<file path="src/rtl/npc_disp_pkg.sv">
// Shared display/arbiter definitions for the npc board logic: the active-low
// hex digit table, the blank pattern and the arbitration mode selectors.
package npc_disp_pkg;

    localparam int MODE_FIXED = 0;
    localparam int MODE_RR    = 1;

    localparam logic [6:0] SEG_BLANK = 7'h7F;

    // Active-low segment patterns, bit0=a .. bit6=g, for hex digits 0..F.
    localparam logic [6:0] SEG_HEX [16] = '{
        7'h40, 7'h79, 7'h24, 7'h30, 7'h19, 7'h12, 7'h02, 7'h78,
        7'h00, 7'h10, 7'h08, 7'h03, 7'h46, 7'h21, 7'h06, 7'h0E
    };

    function automatic logic [6:0] hex_seg(input logic [3:0] value);
        return SEG_HEX[value];
    endfunction

endpackage

</file>
<file path="src/rtl/prio_pick.sv">
// Combinational find-first-set over a request vector.  In fixed mode the
// highest set bit wins; in round-robin mode the scan starts at 'base' and
// wraps, so the caller passes the index just after the previous winner.
module prio_pick
    import npc_disp_pkg::*;
#(
    parameter int N     = 8,
    parameter int IDX_W = $clog2(N),
    parameter int MODE  = MODE_FIXED
) (
    input  logic [N-1:0]     vec,
    input  logic [IDX_W-1:0] base,
    output logic             found,
    output logic [IDX_W-1:0] idx,
    output logic [N-1:0]     onehot
);

    logic [IDX_W-1:0] pos;

    // Walk the candidates from lowest to highest priority so the last hit is the winner.
    always_comb begin
        found  = |vec;
        idx    = '0;
        pos    = '0;
        if (MODE == MODE_RR) begin
            for (int k = N - 1; k >= 0; k--) begin
                pos = IDX_W'((int'(base) + k) % N);
                if (vec[pos]) begin
                    idx = pos;
                end
            end
        end else begin
            for (int i = 0; i < N; i++) begin
                if (vec[i]) begin
                    idx = IDX_W'(i);
                end
            end
        end
        onehot = found ? (N'(1) << idx) : '0;
    end

endmodule

</file>
<file path="src/rtl/prio_enc_queue.sv">
// Registered, queued priority encoder.  Requests accumulate in a pending
// register and are issued one index per valid/ready handshake, with either
// fixed or round-robin priority.  Also drives an active-low hex digit of the
// granted index for the board display.
module prio_enc_queue
    import npc_disp_pkg::*;
#(
    parameter int N     = 8,
    parameter int IDX_W = $clog2(N),
    parameter int MODE  = MODE_FIXED
) (
    input  logic             clk,
    input  logic             rst_n,
    input  logic             en,
    input  logic [N-1:0]     req,
    output logic             out_valid,
    input  logic             out_ready,
    output logic [IDX_W-1:0] out_idx,
    output logic             pending_any,
    output logic             dropped,
    output logic [6:0]       seg
);

    logic [N-1:0]     pending_q,     pending_d;
    logic             out_valid_q,   out_valid_d;
    logic [IDX_W-1:0] out_idx_q,     out_idx_d;
    logic [IDX_W-1:0] last_grant_q,  last_grant_d;
    logic             pending_any_q, pending_any_d;
    logic             dropped_q,     dropped_d;
    logic [6:0]       seg_q,         seg_d;

    logic             load;
    logic [IDX_W-1:0] scan_base;
    logic             pick_found;
    logic [IDX_W-1:0] pick_idx;
    logic [N-1:0]     pick_onehot;
    logic [N-1:0]     grant_mask;

    prio_pick #(
        .N     (N),
        .IDX_W (IDX_W),
        .MODE  (MODE)
    ) u_pick (
        .vec    (pending_q),
        .base   (scan_base),
        .found  (pick_found),
        .idx    (pick_idx),
        .onehot (pick_onehot)
    );

    // Next-state logic: grant on a free or accepted slot, requeue new requests, flush when disabled.
    always_comb begin
        load         = en && (!out_valid_q || out_ready);
        scan_base    = (last_grant_q == IDX_W'(N - 1)) ? '0 : last_grant_q + 1'b1;
        grant_mask   = (load && pick_found) ? pick_onehot : '0;

        pending_d    = pending_q;
        out_valid_d  = out_valid_q;
        out_idx_d    = out_idx_q;
        last_grant_d = last_grant_q;
        dropped_d    = 1'b0;

        if (en) begin
            dropped_d = |(req & pending_q & ~grant_mask);
            pending_d = (pending_q & ~grant_mask) | req;
            if (load) begin
                if (pick_found) begin
                    out_valid_d  = 1'b1;
                    out_idx_d    = pick_idx;
                    last_grant_d = pick_idx;
                end else begin
                    out_valid_d  = 1'b0;
                end
            end
        end else begin
            pending_d   = '0;
            out_valid_d = 1'b0;
        end

        pending_any_d = |pending_d;
        seg_d         = out_valid_d ? hex_seg(4'(out_idx_d)) : SEG_BLANK;
    end

    // State register with synchronous active-low reset; round-robin restarts at index 0.
    always_ff @(posedge clk) begin
        if (!rst_n) begin
            pending_q     <= '0;
            out_valid_q   <= 1'b0;
            out_idx_q     <= '0;
            last_grant_q  <= IDX_W'(N - 1);
            pending_any_q <= 1'b0;
            dropped_q     <= 1'b0;
            seg_q         <= SEG_BLANK;
        end else begin
            pending_q     <= pending_d;
            out_valid_q   <= out_valid_d;
            out_idx_q     <= out_idx_d;
            last_grant_q  <= last_grant_d;
            pending_any_q <= pending_any_d;
            dropped_q     <= dropped_d;
            seg_q         <= seg_d;
        end
    end

    assign out_valid   = out_valid_q;
    assign out_idx     = out_idx_q;
    assign pending_any = pending_any_q;
    assign dropped     = dropped_q;
    assign seg         = seg_q;

endmodule

</file>
<file path="config.mk">
export PLATFORM = sky130hd
export DESIGN_NAME = prio_enc_queue
export DESIGN_NICKNAME = d
export VERILOG_FILES = /design/src/rtl/npc_disp_pkg.sv /design/src/rtl/prio_pick.sv /design/src/rtl/prio_enc_queue.sv
export SDC_FILE = /design/constraint.sdc
export NUM_CORES = 1
export LEC_CHECK = 0
export CAP_MARGIN = 20
export CORE_MARGIN = 4
export CORE_UTILIZATION = 35
export DETAILED_ROUTE_END_ITERATION = 7
export PLACE_DENSITY_LB_ADDON = 0.08
export SETUP_SLACK_MARGIN = 0.3
export SYNTH_ARGS = -nofsm -noshare
export SYNTH_HDL_FRONTEND = slang
export SYNTH_HIERARCHICAL = 1
export SYNTH_SLANG_ARGS = --single-unit
</file>
<file path="constraint.sdc">
create_clock -name clk -period 3.74 [get_ports clk]
set_clock_uncertainty 0.05 [all_clocks]
set_input_delay 0.374 -clock clk [delete_from_list [all_inputs] [get_ports clk]]
set_output_delay 0.374 -clock clk [all_outputs]
set_load 0.1 [all_outputs]
</file>
==> summary.md, run 1 <==
| Metric | Value |
|---|---|
| RSZ-0062 raised after global routing | `false` |
| Num CTS Buffers | `3` |
| Core area | `3150 sq um` |
| Flop-to-flop setup slack | `1.0 ns` |
| Cell area after placement | `1420 sq um` |
| Cell count after synthesis | `133` |
| Die area | `4380 sq um` |
| Total gr overflow | `0` |
| Post-Syn Area per Cell | `8.90 sq um` |
| Final Max Slew Viols | `0` |
| Worst endpoint required time | `3.90 ns` |
| Final total power | `571 uW` |
| Port Buf Inserts | `24` |
| Area delta synth->final | `22.5%` |
| Peak supply drop | `133 uV` |
| First-pass DRT Iterations | `4` |
| Overall Global Routing Usage | `12.7%` |
| DRC violation count after routing | `0` |
| CTS root buf | `clkbuf_4` |
| Worst path arrival time | `2.90 ns` |
| Tcrit/Tclk final | `73.3%` |
| Net Count, Synth | `150` |
| Hold buffer count at cts | `0` |
| Final cell count without fillers | `199` |
| H-tree depth | `1` |
| WP buf/inv | `2` |
| Post-Synthesis Cell Area | `1180 sq um` |
| Critical Path Sink Type | `flip-flop` |
| Nets | `173` |
| Placer congestion estimate | `0.783` |
| Initial Util | `37.5%` |
| P_leak | `0.554 nW` |
| Relative slew slack | `34.6%` |
| Routed wire per std cell | `12.6 um` |
| Outcome | `finished, final reports clean` |
| Cell-internal power | `344 uW` |
| First-pass GRT wire length | `4330 um` |
| Share of cells above drive strength 1 | `12.9%` |
| Initial DRC count | `40` |
| Vias in the first global route | `964` |
| Chip height | `66.2 um` |
| Dpl hpwl | `1950 um` |
| Slew @ Worst Pin | `0.977 ns` |
| Highest Clock Rate | `0.365 GHz` |
| I/O pin total | `25` |
| Min Tclk post-route | `2.74 ns` |
| Rows | `20` |
| Vias per std cell | `4.98` |
| Worst-case clock buffer depth | `2` |
| CP cell instances | `nor4_4 -> nand2_1 -> or3_1 -> and2_4 -> and3_2 -> a21oi_1 -> inv_1 -> ha_1 -> inv_1 -> o31a_1 -> nand2_1` |
| CTS Sinks | `21` |
| Net Switching | `227 uW` |
| Initial antenna violation count | `0` |
| Pwr Density | `394 nW/um^2` |
| Family with the most delay on the worst path | `simple AND/OR/NAND/NOR gates` |
| CP startpoint kind | `flip-flop` |
| Critical-path maximum fanout | `19` |
| Crit-path slowest cell | `dfxtp_1` |
| Setup_tns | `0 ns` |
| Synth warnings | `6` |
| Worst setup path class | `flip-flop to flip-flop` |
| Post-CTS Setup Bufs | `0` |
| Util after Layout | `46.0%` |
| Part of the power in combinational logic | `36.4%` |
| Worst min-delay path category | `flip-flop to flip-flop` |
| Sequential power share | `43.9%` |
| Setup violators final | `0` |
| Sw Share | `39.7%` |
| Layout fillers | `343` |
| CTS tree | `done` |
| Number of antenna diodes | `0` |
| Post-Place Cells | `195` |
| Peak per-stage delay on the critical path | `0.39 ns` |
| Clock share of power | `19.7%` |
| Largest net degree at the start of global routing | `21` |
| Final hold viol count | `0` |
| Worst skew pair latency | `0.30 ns` |
| Max cap viols | `0` |
| Via Count | `991` |
| Final instance area | `1450 sq um` |
| Routed wire length | `2510 um` |
| Post-CTS resize count | `0` |
| DIE WIDTH | `66.2 um` |
| Antenna Violating Nets Remaining | `0` |
| Clock slew at reported path FFs | `0.12 ns` |
-- stage by stage --
stage / hold slack [ns] / worst slack, ns
after global placement: 0.517 / 1.08
after global routing: 0.586 / 0.741
after detailed placement: 0.512 / 0.994
after floorplan: 0.441 / 1.20
final: 0.524 / 0.997
after CTS: 0.531 / 0.986
-- worst min-delay path: cells and delay by family (launching register included) --
kind | cells | cell delay (ns)
AOI/OAI and AO/OA | 1 | 0.13
DFF | 1 | 0.36
and+or+nand+nor | 1 | 0.05
-- flip-flops by register name, indices dropped and copies added, names as in the netlist --
signal,count
dropped,1
pending_q,8
pending_any,1
out_valid,1
out_idx,3
seg,7
-- cell type report --
cell class | instances | area (sq um) | area share, %
clock inverters | 1 | 5.00 | 0.345
repair buffers | 25 | 248 | 17.1
well taps | 44 | 55.1 | 3.80
flip-flops and latches | 21 | 420 | 29.0
multi-input cells | 92 | 651 | 44.9
inverters | 13 | 48.8 | 3.36
clock buffers | 3 | 22.5 | 1.55
-- worst paths after layout --
path                      startpoint                       to  depth (start not counted)
max          pending_q[4]$_SDFF_PN0_        seg[0]$_SDFF_PN1_                         11
max reg2reg  pending_q[4]$_SDFF_PN0_        seg[0]$_SDFF_PN1_                         11
min          pending_q[0]$_SDFF_PN0_  pending_q[0]$_SDFF_PN0_                          2
min reg2reg  pending_q[0]$_SDFF_PN0_  pending_q[0]$_SDFF_PN0_                          2
-- cell usage in the layout, fill, tap and decap left out, types with 3 or more instances in the layout --
master / instances
a21oi_1: 7
nor2_1: 13
ha_1: 5
a31oi_1: 6
nand3_1: 3
clkbuf_4: 3
and2_1: 4
inv_1: 13
nor2b_1: 5
clkdlybuf4s50_1: 24
dfxtp_1: 21
o21ai_0: 5
nand2_1: 10
a41oi_1: 4
-- power by group through the flow --
stage                     Combinational (mW)  Clock, mW  Sequential [mW]
after floorplan                       0.0844          0            0.335
after global placement                 0.209          0            0.255
after detailed placement               0.208          0            0.256
after CTS                              0.209      0.115            0.251
after global routing                   0.223      0.126            0.253
final                                  0.208      0.113            0.250
-- layer usage --
layer	track usage, %	vias to the layer above	routed length (um)
li1	-	514	-
met1	18.5	453	1320
met2	18.1	22	1060
met3	2.55	2	106
met4	4.57	0	19
met5	0	-	0
Note: power is estimated with default switching activity, not from simulation.
==> run 2: changes to the inputs <==
Clock period 3.74 ns to 2.6 ns, I/O delays scaled along.
==> run 2 against run 1 <==
Sequential share of layout area fell by 1.9 points. Highest routed layer unchanged. Final area rose by 10%. Wire length rose by 12%. Clock power rose by 42%. Worst setup slack got worse by 0.67 ns.
==> summary.md, run 2 (same netlist as run 1, synthesis figures left out) <==
| Metric | Value |
|---|---|
| H-tree depth | `1 (unchanged)` |
| Total gr overflow | `0 (unchanged)` |
| Setup WS post-layout | `0.329 ns (-0.668 ns)` |
| Clock slew at reported path FFs | `0.12 ns (about the same)` |
| Worst min-delay path category | `input port to flip-flop` |
| CTS Sinks | `21 (unchanged)` |
| Port Buf Inserts | `24 (unchanged)` |
| Final cell count without fillers | `211 (+6.0%)` |
| Num CTS Buffers | `3 (unchanged)` |
| Core area | `3150 sq um (unchanged)` |
| Routed wire length | `2820 um (+12%)` |
| Tcrit/Tclk final | `87.3% (+14 points)` |
| Setup violators final | `0 (unchanged)` |
| Via Count | `1071 (+8.1%)` |
| Routed wire per std cell | `13.4 um (+6.1%)` |
| Initial DRC count | `114 (+190%)` |
| RSZ-0062 raised after global routing | `true` |
| Initial antenna violation count | `0 (unchanged)` |
| CTS tree | `done` |
| Area delta synth->final | `35.0%` |
| Most common cell after layout, fill and taps aside | `buf_4` |
| P_leak | `0.627 nW (+13%)` |
| Peak per-stage delay on the critical path | `0.37 ns (-0.02 ns)` |
| Initial Util | `37.5% (unchanged)` |
| Number of antenna diodes | `0 (unchanged)` |
| WP buf/inv | `1 (-1)` |
| Die area | `4380 sq um (unchanged)` |
| Max FFs per register | `8 (unchanged)` |
| First-pass GRT wire length | `4820 um (+11%)` |
| Dpl hpwl | `2090 um (+7.3%)` |
| CP startpoint kind | `flip-flop` |
| Outcome | `finished, final reports clean` |
| Post-Place Cells | `198 (+1.5%)` |
| First-pass DRT Iterations | `4 (unchanged)` |
| Overall Global Routing Usage | `14.3% (+1.6 points)` |
| Crit-path slowest cell | `dfxtp_4` |
| Pre-CTS WS | `0.164 ns (-0.830 ns)` |
| Max cap viols | `0 (unchanged)` |
| Share of cells above drive strength 1 | `34.7% (+22 points)` |
| Min Tclk post-route | `2.27 ns (-0.472 ns)` |
| Worst endpoint required time | `2.74 ns (-1.16 ns)` |
| Worst path arrival time | `2.41 ns (-0.49 ns)` |
| Critical Path Sink Type | `flip-flop` |
| Antenna Violating Nets Remaining | `0 (unchanged)` |
| DRC violation count after routing | `0 (unchanged)` |
| Worst-case clock buffer depth | `2 (unchanged)` |
| CP cell instances | `nor4_4 -> nand2_1 -> or3_4 -> and2_4 -> and3_4 -> a21oi_4 -> inv_2 -> ha_1 -> o21ai_2 -> o211ai_1` |
| Peak supply drop | `243 uV (+83%)` |
| Flop-to-flop setup slack | `0.33 ns (-0.67 ns)` |
| Final Max Slew Viols | `0 (unchanged)` |
| Nets | `185 (+6.9%)` |
| Worst skew pair latency | `0.31 ns (about the same)` |
| Relative slew slack | `68.4% (+34 points)` |
| Slew @ Worst Pin | `0.473 ns (-0.505 ns)` |
| Chip height | `66.2 um (unchanged)` |
| Final hold viol count | `0 (unchanged)` |
| Vias per std cell | `5.08 (+1.9%)` |
| Pwr Density | `543 nW/um^2 (+38%)` |
| Largest net degree at the start of global routing | `17 (-19%)` |
| Rows | `20 (unchanged)` |
| Most frequent cells in the layout | `buf_4 (26), dfxtp_1 (17), nor2_1 (13)` |
| Setup_tns | `0 ns (unchanged)` |
| Family with the most delay on the worst path | `simple AND/OR/NAND/NOR gates` |
| Placer congestion estimate | `0.860 (+9.9%)` |
| Reg with most FFs | `pending_q` |
| DIE WIDTH | `66.2 um (unchanged)` |
| CTS root buf | `clkbuf_4` |
| Critical-path maximum fanout | `4 (-15)` |
| Vias in the first global route | `1038 (+7.7%)` |
| I/O pin total | `25 (unchanged)` |
| Worst setup path class | `flip-flop to flip-flop` |
| Highest Clock Rate | `0.440 GHz (+21%)` |
run 2: worst paths after layout:
kind,start,to,depth (start not counted)
setup / recovery,pending_q[6]$_SDFF_PN0_,seg[5]$_SDFF_PN1_,10
hold reg to reg,pending_q[0]$_SDFF_PN0_,pending_q[0]$_SDFF_PN0_,2
hold / removal,rst_n,out_idx[0]$_SDFF_PN0_,2
setup reg to reg,pending_q[6]$_SDFF_PN0_,seg[5]$_SDFF_PN1_,10
run 2: area by class of cell:
| cell class | count | area, sq um |
|---|---|---|
| Timing Repair Buffer | 37 | 305 |
| Clock buffer | 4 | 26.3 |
| Multi-Input combinational cell | 92 | 727 |
| Inverter | 13 | 51.3 |
| Sequential cell | 21 | 433 |
| Tap cell | 44 | 55.1 |
| Fill cell | 333 | 1560 |
run 2: repair_timing:
action,4_1_cts,5_1_grt
gates resized for setup,9,5
hold buffers,0,0
endpoints found under the setup margin,5,8
pin swaps,4,3
setup buffers,6,3
run 2: power breakdown:
part / switching [mW] / total, mW / internal, mW
clock: 0.100 / 0.160 / 0.0599
sequential: 0.0170 / 0.360 / 0.343
combinational: 0.226 / 0.348 / 0.122
total: 0.343 / 0.868 / 0.524
run 2: worst reg2reg max path, stage by stage (launching register included):
cell	delay (ns)
dfxtp_4	0.37
nor4_4	0.32
nand2_1	0.11
or3_4	0.34
and2_4	0.16
and3_4	0.20
a21oi_4	0.14
inv_2	0.07
ha_1	0.20
o21ai_2	0.07
o211ai_1	0.11
run 2: metal layers:
metal | wire length, um | GRT usage, % | share of wire, % | vias up
met5 | 0 | 0 | 0 | -
met4 | 36 | 6.09 | 1.3 | 0
met3 | 105 | 2.55 | 3.7 | 4
met2 | 1230 | 21.1 | 44 | 21
met1 | 1450 | 20.1 | 51 | 506
li1 | - | - | - | 540
run 2: metrics by stage:
stage	hold slack (ns)	power [mW]	util [%]	instance area (sq um)
floorplan	0.327	0.614	-	1220
global placement	0.528	0.680	46.0	1450
detailed placement	0.532	0.681	46.0	1450
CTS	0.512	0.863	48.9	1540
global route	0.520	0.920	50.7	1600
finish	0.528	0.868	50.7	1600
==> run 3: changes to the inputs <==
Settings changed: RECOVER_POWER set to 25.
==> run 3 against run 2 <==
Register-to-register slack barely moved. Wire length rose by 0.57%. Via count increased by 0.28%. Worst hold slack got worse by 0.0015 ns. Sequential cell count stayed put. Largest power group unchanged. Power is 1.1% lower. Count of clock-buffer cells in the layout unchanged. Sequential power is essentially flat. Final area decreased by 1.9%. Final cell count is the same. First-iteration DRC count stayed put. Non-clock buffer count unchanged.
==> summary.md, run 3 (same netlist as run 1, synthesis figures left out) <==
| Metric | Value |
|---|---|
| Crit-path slowest cell | `dfxtp_4` |
| Part of the power in combinational logic | `39.5% (-0.6 points)` |
| Worst path arrival time | `2.41 ns (about the same)` |
| Largest net degree at the start of global routing | `17 (unchanged)` |
| Post-Place Cells | `198 (unchanged)` |
| Peak per-stage delay on the critical path | `0.37 ns (about the same)` |
| Worst-case clock buffer depth | `2 (unchanged)` |
| CTS Sinks | `21 (unchanged)` |
| Die area | `4380 sq um (unchanged)` |
| Number of antenna diodes | `0 (unchanged)` |
| Cell-internal power | `515 uW (-1.7%)` |
| Vias in the first global route | `1038 (unchanged)` |
| Fin Hold WS | `0.527 ns (-0.00147 ns)` |
| Port Buf Inserts | `24 (unchanged)` |
| CTS tree | `done` |
| Chip height | `66.2 um (unchanged)` |
| DRC violation count after routing | `0 (unchanged)` |
| Overall Global Routing Usage | `14.3% (unchanged)` |
| Via Count | `1074 (+0.28%)` |
| Final Max Slew Viols | `0 (unchanged)` |
| Clock share of power | `18.6% (+0.2 points)` |
| H-tree depth | `1 (unchanged)` |
| First-pass DRT Iterations | `4 (unchanged)` |
| Worst skew pair latency | `0.30 ns (about the same)` |
| Pre-CTS WS | `0.164 ns (unchanged)` |
| Num CTS Buffers | `3 (unchanged)` |
| Routed wire per std cell | `13.4 um (+0.57%)` |
| Slew @ Worst Pin | `1.17 ns (+0.702 ns)` |
| Cell area after placement | `1450 sq um (unchanged)` |
| CTS root buf | `clkbuf_4` |
| Nets | `185 (unchanged)` |
| Setup violators final | `0 (unchanged)` |
| Setup_tns | `0 ns (unchanged)` |
| Final instance area | `1570 sq um (-1.9%)` |
| Initial Util | `37.5% (unchanged)` |
| Worst endpoint required time | `2.74 ns (about the same)` |
| Antenna Violating Nets Remaining | `0 (unchanged)` |
| Hold buffer count at cts | `0 (unchanged)` |
| Relative slew slack | `22.0% (-46 points)` |
| Clock slew at reported path FFs | `0.11 ns (about the same)` |
| Pwr Density | `547 nW/um^2 (+0.80%)` |
| Layout fillers | `336 (+0.90%)` |
| Reg with most FFs | `pending_q` |
| Sw Share | `40.0% (+0.40 points)` |
| Min Tclk post-route | `2.27 ns (-0.00355 ns)` |
| Rows | `20 (unchanged)` |
| CP cell instances | `nor4_4 -> nand2_1 -> or3_4 -> and2_4 -> and3_4 -> a21oi_4 -> inv_2 -> ha_1 -> o21ai_2 -> o211ai_1` |
| Worst setup path class | `flip-flop to flip-flop` |
| Vias per std cell | `5.09 (+0.28%)` |
| Peak supply drop | `245 uV (+0.65%)` |
| Max cap viols | `0 (unchanged)` |
| Setup WS post-layout | `0.333 ns (+0.00355 ns)` |
| Outcome | `finished, final reports clean` |
| Total gr overflow | `0 (unchanged)` |
| P_leak | `0.601 nW (-4.2%)` |
| Util after Layout | `49.7% (-0.95 points)` |
| Tcrit/Tclk final | `87.2% (-0.14 points)` |
| I/O pin total | `25 (unchanged)` |
| RSZ-0062 raised after global routing | `true` |
| Routed wire length | `2840 um (+0.57%)` |
| Area delta synth->final | `32.5%` |
| Final hold viol count | `0 (unchanged)` |
| CP startpoint kind | `flip-flop` |
| Final total power | `858 uW (-1.1%)` |
| Initial antenna violation count | `0 (unchanged)` |
| Final cell count without fillers | `211 (unchanged)` |
| Dpl hpwl | `2090 um (unchanged)` |
| Highest Clock Rate | `0.441 GHz (+0.16%)` |
| Most common cell after layout, fill and taps aside | `buf_4` |
| Net Switching | `343 uW (about the same)` |
| Most frequent cells in the layout | `buf_4 (18), dfxtp_1 (17), nor2_1 (13)` |
| Max FFs per register | `8 (unchanged)` |
| Worst min-delay path category | `input port to flip-flop` |
| Sequential power share | `41.9% (+0.5 points)` |
| DIE WIDTH | `66.2 um (unchanged)` |
| Initial DRC count | `114 (unchanged)` |
| Core area | `3150 sq um (unchanged)` |
| Critical Path Sink Type | `flip-flop` |
| First-pass GRT wire length | `4820 um (unchanged)` |
| Placer congestion estimate | `0.860 (unchanged)` |
| Critical-path maximum fanout | `4 (unchanged)` |
| Share of cells above drive strength 1 | `29.9% (-4.8 points)` |
==> run 3: cell types whose count changed in the layout (fill, tap and decap cells not counted) <==
cell,delta
buf_4,-8
clkbuf_1,+8
==> run 3: final cells by class <==
type | instances | area [sq um] | share of cell area (%)
Timing Repair Buffer | 37 | 275 | 17.6
Clock buffer | 4 | 26.3 | 1.68
Multi-Input combinational cell | 92 | 727 | 46.4
Sequential cell | 21 | 433 | 27.6
Tap cell | 44 | 55.1 | 3.51
Inverter | 13 | 51.3 | 3.27
==> run 3: worst max-delay path, delay by kind of cell, from the launching register on <==
family | cells | cell delay (ns)
flops | 1 | 0.37
buf+inv | 1 | 0.07
simple gates | 5 | 1.13
compound gates | 3 | 0.32
fa+ha+maj | 1 | 0.20
==> run 3: routing by layer <==
metal | wire length (um) | up-vias | global-route usage, %
met4 | 36 | 0 | 6.09
met1 | 1440 | 508 | 20.1
met5 | 0 | - | 0
met3 | 127 | 4 | 2.55
li1 | - | 539 | -
met2 | 1230 | 23 | 21.1
==> run 3: timing repair <==
| item | 4_1_cts | 5_1_grt |
|---|---|---|
| setup endpoints to repair | 5 | 8 |
| resized for setup | 9 | 5 |
| pin swaps | 4 | 3 |
| buffers inserted | 6 | 3 |
==> run 3: path summary, 6_finish.rpt <==
check	startpoint	slack (ns)	cells after the start	to
worst max-delay path	pending_q[6]$_SDFF_PN0_	0.33	10	seg[5]$_SDFF_PN1_
worst min register to register	pending_q[0]$_SDFF_PN0_	0.57	2	pending_q[0]$_SDFF_PN0_
worst max register to register	pending_q[6]$_SDFF_PN0_	0.33	10	seg[5]$_SDFF_PN1_
worst min-delay path	rst_n	0.53	2	out_idx[0]$_SDFF_PN0_
==> run 3: power groups by stage <==
stage	combinational, mW	clock [mW]	sequential (mW)
finish	0.339	0.160	0.359
floorplan	0.132	0	0.482
detailed placement	0.312	0	0.369
global placement	0.312	0	0.368
global route	0.362	0.186	0.363
CTS	0.333	0.171	0.359
